--- src/rtl/mcu_pkg.sv ---
// Shared MCU command constants for the outbound command queue.
// Command words are {cmd[7:0], addr/data[15:0]}.
package mcu_pkg;

   localparam int CMD_W = 24;

   localparam logic [7:0] CMD_NOPE       = 8'hFF;
   localparam logic [7:0] CMD_USB_UART   = 8'hFC;
   localparam logic [7:0] CMD_ESP_UART   = 8'hFB;
   localparam logic [7:0] CMD_RTC        = 8'hFA;
   localparam logic [7:0] CMD_FLASH      = 8'hF9;
   localparam logic [7:0] CMD_DEBUG_ADDR = 8'hF8;
   localparam logic [7:0] CMD_DEBUG_DATA = 8'hF7;

   localparam logic [CMD_W-1:0] NOPE_WORD = {CMD_NOPE, 16'h0000};

   typedef enum logic [1:0] {
      SEL_IDLE,
      SEL_SRC0,
      SEL_RR,
      SEL_NOPE
   } sel_e;

endpackage

--- src/rtl/mcu_queue_arbiter_rr_pick.sv ---
// Combinational round-robin encoder over sources 1..N-1.
// Search starts after last and wraps from N-1 back to 1.
module rr_pick #(
   parameter int N = 4
) (
   input  logic [N-1:0] req,
   input  logic [2:0]   last,
   output logic [2:0]   idx,
   output logic         found
);

   always_comb begin
      int c;
      c     = 0;
      idx   = 3'd0;
      found = 1'b0;
      for (int k = 1; k < N; k++) begin
         c = int'(last) + k;
         if (c >= N) c = c - (N - 1);
         if (!found && req[c]) begin
            found = 1'b1;
            idx   = 3'(c);
         end
      end
   end

endmodule

--- src/rtl/mcu_queue_arbiter.sv ---
// Valid/ready scheduler feeding the MCU outbound command FIFO:
// source 0 priority, round-robin for the rest, starvation guard, NOPE fill.
module mcu_queue_arbiter
   import mcu_pkg::*;
#(
   parameter int               N_REQ        = 4,
   parameter logic [N_REQ-1:0] BUSY_MASK    = N_REQ'(1),
   parameter int               STARVE_LIMIT = 8
) (
   input  logic                   clk,
   input  logic                   reset,
   input  logic [N_REQ-1:0]       req_valid,
   input  logic [CMD_W*N_REQ-1:0] req_data,
   output logic [N_REQ-1:0]       req_ready,
   input  logic                   mcu_busy,
   input  logic                   nope_en,
   input  logic                   q_full,
   input  logic                   q_empty,
   output logic                   q_wr,
   output logic [CMD_W-1:0]       q_di,
   output logic [2:0]             grant_id,
   output logic                   grant_nope
);

   localparam logic [3:0] LIM = 4'(STARVE_LIMIT);

   logic [N_REQ-1:0] req_ready_q, req_ready_d;
   logic             q_wr_q, q_wr_d;
   logic [CMD_W-1:0] q_di_q, q_di_d;
   logic [2:0]       grant_id_q, grant_id_d;
   logic             grant_nope_q, grant_nope_d;
   logic [3:0]       starve_q, starve_d;
   logic [2:0]       rr_last_q, rr_last_d;

   logic [N_REQ-1:0] elig;
   logic [N_REQ-1:0] rr_req;
   logic [2:0]       rr_idx;
   logic             rr_found;
   logic             slot;
   logic [2:0]       gnt_idx;
   sel_e             sel;

   // A source already holding ready must not be granted again
   assign elig   = req_valid & ~req_ready_q
                 & ({N_REQ{~mcu_busy}} | BUSY_MASK);
   assign rr_req = {elig[N_REQ-1:1], 1'b0};
   assign slot   = ~q_full & ~q_wr_q;

   rr_pick #(.N(N_REQ)) u_rr (
      .req   (rr_req),
      .last  (rr_last_q),
      .idx   (rr_idx),
      .found (rr_found)
   );

   always_comb begin
      sel = SEL_IDLE;
      if (slot) begin
         if (starve_q == LIM && rr_found) sel = SEL_RR;
         else if (elig[0])                sel = SEL_SRC0;
         else if (rr_found)               sel = SEL_RR;
         else if (q_empty && nope_en)     sel = SEL_NOPE;
      end
   end

   always_comb begin
      req_ready_d  = '0;
      q_wr_d       = 1'b0;
      q_di_d       = q_di_q;
      grant_id_d   = grant_id_q;
      grant_nope_d = 1'b0;
      starve_d     = starve_q;
      rr_last_d    = rr_last_q;
      gnt_idx      = (sel == SEL_RR) ? rr_idx : 3'd0;

      unique case (sel)
         SEL_SRC0, SEL_RR: begin
            q_wr_d               = 1'b1;
            q_di_d               = req_data[int'(gnt_idx)*CMD_W +: CMD_W];
            req_ready_d[gnt_idx] = 1'b1;
            grant_id_d           = gnt_idx;
         end
         SEL_NOPE: begin
            q_wr_d       = 1'b1;
            q_di_d       = NOPE_WORD;
            grant_nope_d = 1'b1;
         end
         default: ;
      endcase

      if (sel == SEL_RR) begin
         rr_last_d = rr_idx;
         starve_d  = 4'd0;
      end else if (sel == SEL_SRC0 && rr_found && starve_q != LIM) begin
         starve_d = starve_q + 4'd1;
      end
      if (!rr_found) starve_d = 4'd0;
   end

   always_ff @(posedge clk or posedge reset) begin
      if (reset) begin
         req_ready_q  <= '0;
         q_wr_q       <= 1'b0;
         q_di_q       <= '0;
         grant_id_q   <= 3'd0;
         grant_nope_q <= 1'b0;
         starve_q     <= 4'd0;
         rr_last_q    <= 3'(N_REQ - 1);
      end else begin
         req_ready_q  <= req_ready_d;
         q_wr_q       <= q_wr_d;
         q_di_q       <= q_di_d;
         grant_id_q   <= grant_id_d;
         grant_nope_q <= grant_nope_d;
         starve_q     <= starve_d;
         rr_last_q    <= rr_last_d;
      end
   end

   assign req_ready  = req_ready_q;
   assign q_wr       = q_wr_q;
   assign q_di       = q_di_q;
   assign grant_id   = grant_id_q;
   assign grant_nope = grant_nope_q;

endmodule

--- config.mk ---
export PLATFORM = sky130hd
export DESIGN_NAME = mcu_queue_arbiter
export DESIGN_NICKNAME = d
export VERILOG_FILES = /design/src/rtl/mcu_pkg.sv /design/src/rtl/mcu_queue_arbiter_rr_pick.sv /design/src/rtl/mcu_queue_arbiter.sv
export SDC_FILE = /design/constraint.sdc
export NUM_CORES = 1
export LEC_CHECK = 0
export BUFFER_PORTS_ARGS = -buffer_cell sky130_fd_sc_hd__buf_2
export CAP_MARGIN = 25
export CORE_UTILIZATION = 30
export DETAILED_ROUTE_END_ITERATION = 10
export HOLD_SLACK_MARGIN = 0.12
export PLACE_DENSITY_LB_ADDON = 0.05
export SETUP_SLACK_MARGIN = 0.3
export SLEW_MARGIN = 20
export SYNTH_ARGS = -nofsm -noshare
export SYNTH_HDL_FRONTEND = slang
export SYNTH_SLANG_ARGS = --single-unit
--- constraint.sdc ---
create_clock -name clk -period 13.08 [get_ports clk]
set_clock_uncertainty 0.05 [all_clocks]
set_input_delay 2.616 -clock clk [delete_from_list [all_inputs] [get_ports clk]]
set_output_delay 2.616 -clock clk [all_outputs]
set_load 0.005 [all_outputs]
==> summary.md, run 1 <==
| Metric | Value |
|---|---|
| Simple-gate portion of the synthesized area | 16.18% |
| Switching power total | between 400 and 500 uW |
| Arithmetic-cell share of the synthesized area counting full adders, half adders and majority gates | 5.579% |
| Cell depth of the worst hold path | 1 |
| Max-cap violations | 0 |
| Highest attainable clock frequency | ~140 MHz |
| Horizontal die dimension | slightly above 100 um |
| Clock-pin slew on the worst setup and hold paths | 0.08 ns |
| Total number of clock tree sinks | 40 |
| DIE AREA | slightly above 10000 um2 |
| Part of the power in the clock network | 9.7% |
| Total clock buffers created by CTS | 5 |
| Number of top-level pins | 139 |
| Final Critical Period | 7.024 ns |
| Leading cell types in the layout, fill and taps excluded | buf_2 (138), dfrtp_1 (38), o211ai_1 (32), nand2_1 (29), o21ai_0 (24) |
| Crit Reg-Reg Endpoint | q_di[15] |
| Worst-Margin Slew | approximately 0.98 ns |
| Post-layout instance area | 3799 um2 |
| Number of library cell types mapped by synthesis | 59 |
| Top_reg_cell synth | dfrtp_1 |
| Power density over cell area | 237.1 nW/um2 |
| Largest voltage drop on the vdd net | 0.1765 mV |
| Sum of negative setup slack | 0 ns |
| Required time of the critical path | 13.18 ns |
| Initial Utilization | 31.25% |
| Overall track demand over capacity in global routing | 18.91% |
| Grt ovf | 0 |
| Core area | 9328 um2 |
| Bufs on Longest Clock Path | 2 |
| Compound-Gate Fraction of Synth Area | 31.59% |
| Reg-to-Reg Start | rr_last_q[0] |
| Flop2flop setup slack | slightly below 7 ns |
| Antenna violations before repair | 0 |
| Final Non-Filler Cells | 566 |
| Mux cell area share after synthesis | ~2.1% |
| Area of the multi-input gates | 1744 um2 |
| Flip-flop and latch count after synthesis | 40 |
| Final-layout fill cell count | 970 |
| Rows | 35 |
| Largest family of logic cells by synthesized area | compound AO/OA/AOI/OAI gates |
| WS Path Type | input pin to flop |
| Count of nets after finishing | about 560 |
| Skew-Pair Late Insertion Delay | 0.29 ns |
| Area delta synth->final | 30.30% |
| Crit Path Max Fanout | 33 |
| Startpoint class of the critical path | input pin |
| Power share of the combinational group | 66.6% |
| Most frequent standard cell in the layout excluding fill and tap cells | buf_2 |
| Post-Synthesis Net Count | 427 |
| Vias post-DR | 3008 |
| Final worst setup slack | between 6 and 7 ns |
| Drt via density | 5.314 |
| Final-report hold violation count | 0 |
| Total area of sequential cells | 1003 um2 |
| Count of final setup violators | 0 |
| Unrepaired setup endpoints after global routing | no |
| Placer's final routability congestion estimate | ~0.81 |
| Resize count post-CTS | 0 |
| CTS H-tree lvls | 2 |
| Drt drc | 0 |
| Placement-stage cell area | about 3700 um2 |
| Number of enable flip-flop cells after synthesis | 0 |
| Cell Area, Synth | 2915 um2 |
| Startpoint of the worst hold path | grant_id[1] |
| Overall routed net length | 9293 um |
| Share of layout cells above drive strength 1 | around two fifths |
| Clock tree from TritonCTS | done |
| Routed Antenna Nets | 0 |
| Pre-CTS WS | 5.732 ns |
| Number of instances in the synthesized netlist | roughly 310 |
| Placed Cells incl. Taps | 558 |
| CTS Hold Bufs | 0 |
| Run status | completed |
| Hold_ws | 0.4588 ns |
| Kind of end point of the critical path | flop |
| Relative contribution of sequential cells to total power | 23.7% |
| Xor-xnor portion of the synthesized cell area | 3.906% |
| HPWL after detailed placement | 7016 um |
| Number of pins with negative max-slew slack in the final report | 0 |
| End of the worst hold path | grant_id[1] |
| Overall power after layout | 900.8 uW |
| Wire length of the first global-routing pass | 15050 um |
| Antenna cell count | 0 |
| Library cell used as clock root buffer | clkbuf_8 |
| Relative slew margins | 34.52% |
| Core Util, Final | between 40% and 50% |
| Leakage power | ~1.7 nW |
| Register-to-Register Path Depth | 18 |
| Period utilization | 53.70% |
| Yosys synthesis warning count | 0 |
| Asr flop ratio synth | 100.0% |
| Switching fraction of total power | 50.30% |
| Pre-Repair DR Iteration Count | 5 |
| Number of global-route vias before repair | 2987 |
| Count of input and output buffers | 138 |
| Class of the tightest hold or removal check | flop to flop |
| Average cell area after synthesis | 9.465 um2 |
| Number of setup buffers added after CTS | 0 |
| Wirelength per Cell | 16.42 um |
| Starting DRC count in detailed routing | 226 |
| P_int | 447.7 uW |
| Die H | 100.6 um |
| Largest net degree at the start of global routing | 41 |
| Share of the yosys chip area belonging to registers | 34.42% |
| Data arrival, critical path | 7.12 ns |
-- final cells by class --
| cell class | instances | share of cell area [%] |
|---|---|---|
| repair buffers | 145 | 19.86 |
| multi-input cells | 233 | 45.92 |
| clock buffers | 7 | 2.273 |
| clock inverters | 1 | 0.1976 |
| well taps | 129 | 4.249 |
| inverters | 11 | 1.087 |
| flip-flops and latches | 40 | 26.42 |
-- flip-flops by register name, indices dropped and copies added (netlist names) --
name,count
q_di,24
grant_id,3
q_wr,1
req_ready,4
starve_q,4
grant_nope,1
rr_last_q,3
-- worst max path at each step --
stage | from | end | slack [ns] | cells past startpoint
finish | mcu_busy | q_di[15] | 6.06 | 17
global route | mcu_busy | q_di[13] | 5.49 | 15
CTS | mcu_busy | q_di[15] | 6.05 | 17
detailed placement | mcu_busy | q_di[3] | 5.73 | 17
global placement | mcu_busy | q_di[3] | 5.65 | 15
floorplan | mcu_busy | q_di[10] | 6.76 | 17
-- cells by family (layout without fill, tap and decap cells) --
logic type,count (synthesis),in the layout
compound gates,120,120
xor+xnor,10,10
fa+ha+maj,13,13
buf+inv,35,164
flops,40,40
mux,6,6
simple gates,84,84
-- worst max-delay path: stages --
cell,delay [ns]
buf_2,0.17
nor4b_1,0.43
nor2_1,0.08
a211oi_1,0.37
nor2_1,0.13
a2bb2oi_1,0.37
a22oi_2,0.13
buf_4,0.28
o21ai_0,0.25
a211o_1,0.19
ha_1,0.38
inv_1,0.10
a221oi_1,0.78
nor2_1,0.37
buf_6,0.26
o211ai_1,0.10
o211ai_1,0.11
-- synthesized netlist by cell type, types with 2 or more instances --
master | count | share of area (%)
a211o_1 | 5 | 1.5
a211oi_1 | 2 | 0.51
a21o_1 | 4 | 1.0
a21oi_1 | 4 | 0.69
a221oi_1 | 9 | 2.7
a222oi_1 | 16 | 5.5
a31oi_1 | 8 | 1.7
and2_1 | 2 | 0.43
and4bb_2 | 2 | 0.86
buf_2 | 7 | 1.2
buf_4 | 2 | 0.51
buf_6 | 4 | 1.5
clkbuf_1 | 8 | 1.0
clkbuf_2 | 2 | 0.34
dfrtp_1 | 38 | 33
dfstp_2 | 2 | 1.8
ha_1 | 13 | 5.6
inv_1 | 10 | 1.3
mux2_2 | 2 | 0.77
mux2i_1 | 4 | 1.4
nand2_1 | 29 | 3.7
nand2b_1 | 2 | 0.43
nand3_1 | 6 | 1.0
nor2_1 | 16 | 2.1
nor2b_1 | 3 | 0.64
nor3_1 | 5 | 0.86
nor3b_1 | 4 | 1.0
nor4_1 | 4 | 0.86
nor4b_4 | 2 | 1.6
o211ai_1 | 32 | 8.2
o21a_1 | 2 | 0.51
o21ai_0 | 24 | 4.1
o22ai_1 | 2 | 0.43
o2bb2ai_1 | 2 | 0.60
xnor2_1 | 4 | 1.2
xor2_1 | 4 | 1.2
-- power by group through the flow --
stage / clock network (mW) / logic (mW) / registers, mW
final: 0.0873 / 0.600 / 0.213
after detailed placement: 0 / 0.605 / 0.215
after floorplan: 0 / 0.428 / 0.207
after global routing: 0.0962 / 0.670 / 0.220
after global placement: 0 / 0.596 / 0.217
after CTS: 0.0913 / 0.604 / 0.214
-- layer usage --
| metal | track usage (%) | routed length [um] |
|---|---|---|
| met1 | 24.95 | 4298 |
| met2 | 31.93 | 4374 |
| met3 | 4.092 | 549 |
| met4 | 3.679 | 70 |
| met5 | 0 | 0 |
Note: power is estimated with default switching activity, not from simulation.
==> inputs of run 2 (changes only) <==
clock period = 5.8 ns   (was 13.08 ns; I/O delays follow)
==> run 2 against run 1 <==
Largest power group unchanged. Sequential cell count stayed put. Setup slack worse by 5.3 ns. Cell count is 0.71% higher. Count of clock-buffer cells in the layout is 2 lower. Clock power is 110% higher. Combinational power is 130% higher. Utilization is 0.44 points higher. Largest cell class unchanged.
==> summary.md, run 2 (synthesized netlist as in run 1, its figures left out) <==
| Metric | Value |
|---|---|
| Run status | completed |
| Sum of negative setup slack | 0 ns (unchanged) |
| Skew-Pair Late Insertion Delay | 0.29 ns (about the same) |
| Die H | 100.6 um (unchanged) |
| Largest voltage drop on the vdd net | 0.2521 mV (+43%) |
| Total number of clock tree sinks | 40 (unchanged) |
| Relative slew margins | 65.55% (+31 points) |
| Number of pins with negative max-slew slack in the final report | 0 (unchanged) |
| Hold_ws | 0.4577 ns (-0.001135 ns) |
| Clock-pin slew on the worst setup and hold paths | 0.08 ns (about the same) |
| Share of layout cells above drive strength 1 | 40.82% (+1.5 points) |
| Leading cell types in the layout, fill and taps excluded | buf_2 (138), dfrtp_1 (38), o211ai_1 (32), nand2_1 (29), o21ai_0 (24) |
| Area delta synth->final | 31.72% |
| Placed Cells incl. Taps | 563 (+0.90%) |
| Library cell used as clock root buffer | clkbuf_8 |
| Overall routed net length | 9187 um (-1.1%) |
| Period utilization | 87.35% |
| Worst-Margin Slew | 0.5168 ns (-0.4655 ns) |
| Drt via density | 5.186 (-2.4%) |
| Count of final setup violators | 0 (unchanged) |
| CTS Hold Bufs | 0 (unchanged) |
| Starting DRC count in detailed routing | 161 (-29%) |
| WS Path Type | flop to flop |
| Antenna cell count | 0 (unchanged) |
| Grt ovf | 0 (unchanged) |
| Crit Path Max Fanout | 25 (-24%) |
| Core area | 9328 um2 (unchanged) |
| Rows | 35 (unchanged) |
| Highest attainable clock frequency | 197.4 MHz |
| Largest net degree at the start of global routing | 41 (unchanged) |
| Class of the tightest hold or removal check | flop to flop |
| Placer's final routability congestion estimate | 0.8136 (+0.59%) |
| Unrepaired setup endpoints after global routing | no |
| Wirelength per Cell | 16.12 um (-1.8%) |
| Antenna violations before repair | 0 (unchanged) |
| HPWL after detailed placement | 7013 um (about the same) |
| Routed Antenna Nets | 0 (unchanged) |
| Pre-Repair DR Iteration Count | 5 (unchanged) |
| Required time of the critical path | 5.97 ns (-7.21 ns) |
| Number of top-level pins | 139 (unchanged) |
| CTS H-tree lvls | 2 (unchanged) |
| Power density over cell area | 534.4 nW/um2 (+130%) |
| Most frequent standard cell in the layout excluding fill and tap cells | buf_2 |
| Final Critical Period | 5.066 ns |
| Max-cap violations | 0 (unchanged) |
| Leakage power | 1.716 nW (+1.3%) |
| Bufs on Longest Clock Path | 2 (unchanged) |
| Total clock buffers created by CTS | 5 (unchanged) |
| Kind of end point of the critical path | flop |
| Flip-flop count of the largest register, all copies and words added | 24 (unchanged) |
| Final-report hold violation count | 0 (unchanged) |
| Drt drc | 0 (unchanged) |
| Overall track demand over capacity in global routing | 18.53% (-0.38 points) |
| Vias post-DR | 2956 (-1.7%) |
| Startpoint class of the critical path | flop |
| Data arrival, critical path | 5.23 ns (-1.89 ns) |
| Wire length of the first global-routing pass | 14470 um (-3.8%) |
| Clock tree from TritonCTS | done |
| Number of global-route vias before repair | 2882 (-3.5%) |
| Horizontal die dimension | 100.6 um (unchanged) |
| Count of nets after finishing | 560 (+0.90%) |
| DIE AREA | 10120 um2 (unchanged) |
| Count of input and output buffers | 138 (unchanged) |
| Initial Utilization | 31.25% (unchanged) |
| Final Non-Filler Cells | 570 (+0.71%) |
## run 2: routing by layer
metal,global-route usage [%],vias up,part of all wire [%]
li1,-,1459,-
met1,24.17,1374,45
met2,31.30,114,48
met3,3.814,9,6.2
met4,4.682,0,0.99
met5,0,-,0
## run 2: critical path, stage by stage (launching register included)
cell and delay, ns:
dfstp_2 0.67, clkinv_1 0.13, ha_1 0.48, nor4b_2 0.41, nor2_1 0.08, a211oi_1 0.42, nor2_1 0.13, a2bb2oi_1 0.36
a22oi_2 0.19, o21ai_0 0.29, a211o_1 0.19, ha_1 0.37, o21ai_0 0.28, a211oi_4 0.25, buf_4 0.33, a221oi_1 0.14
a31oi_1 0.20
## run 2: per-stage QoR
stage / utilization, % / power (mW) / area (um2) / worst slack, ns
6_report: 41.17 / 2.052 / 3840 / 0.7338
5_1_grt: 41.17 / 2.246 / 3840 / 0.3408
4_1_cts: 41.01 / 2.074 / 3825 / 0.4305
3_5_place_dp: 40.13 / 1.883 / 3744 / 0.4539
3_3_place_gp: 40.05 / 1.871 / 3736 / 0.3972
2_1_floorplan: - / 1.432 / 2915 / 0.7900
## run 2: final timing paths
| check | from | to | slack (ns) | depth (start not counted) |
|---|---|---|---|---|
| worst max-delay path | rr_last_q[0] | q_di[17] | 0.73 | 16 |
| worst min register to register | grant_id[1] | grant_id[1] | 0.46 | 1 |
| worst min-delay path | grant_id[1] | grant_id[1] | 0.46 | 1 |
| worst max register to register | rr_last_q[0] | q_di[17] | 0.73 | 16 |
| min in group asynchronous | reset | q_di[11] | 0.92 | 3 |
| max in group asynchronous | reset | rr_last_q[0] | 4.41 | 3 |
## run 2: power breakdown
group | internal (mW) | switching, mW
Sequential | 0.397 | 0.0835
Combinational | 0.538 | 0.850
Clock | 0.0816 | 0.101
Total | 1.02 | 1.03
## run 2: layout make-up
type,instances,area [um2]
fill,973,5488
inverter,11,41.29
clock buffer,5,68.82
tap,129,161.4
timing repair buffer,150,793.3
multi-input combinational,233,1759
sequential,40,1003
clock inverter,2,12.51
## run 2: what timing repair did
item / in CTS / in global routing
setup endpoints to repair: 0 / 27
buffers inserted: 0 / 0
gates resized for setup: 0 / 3
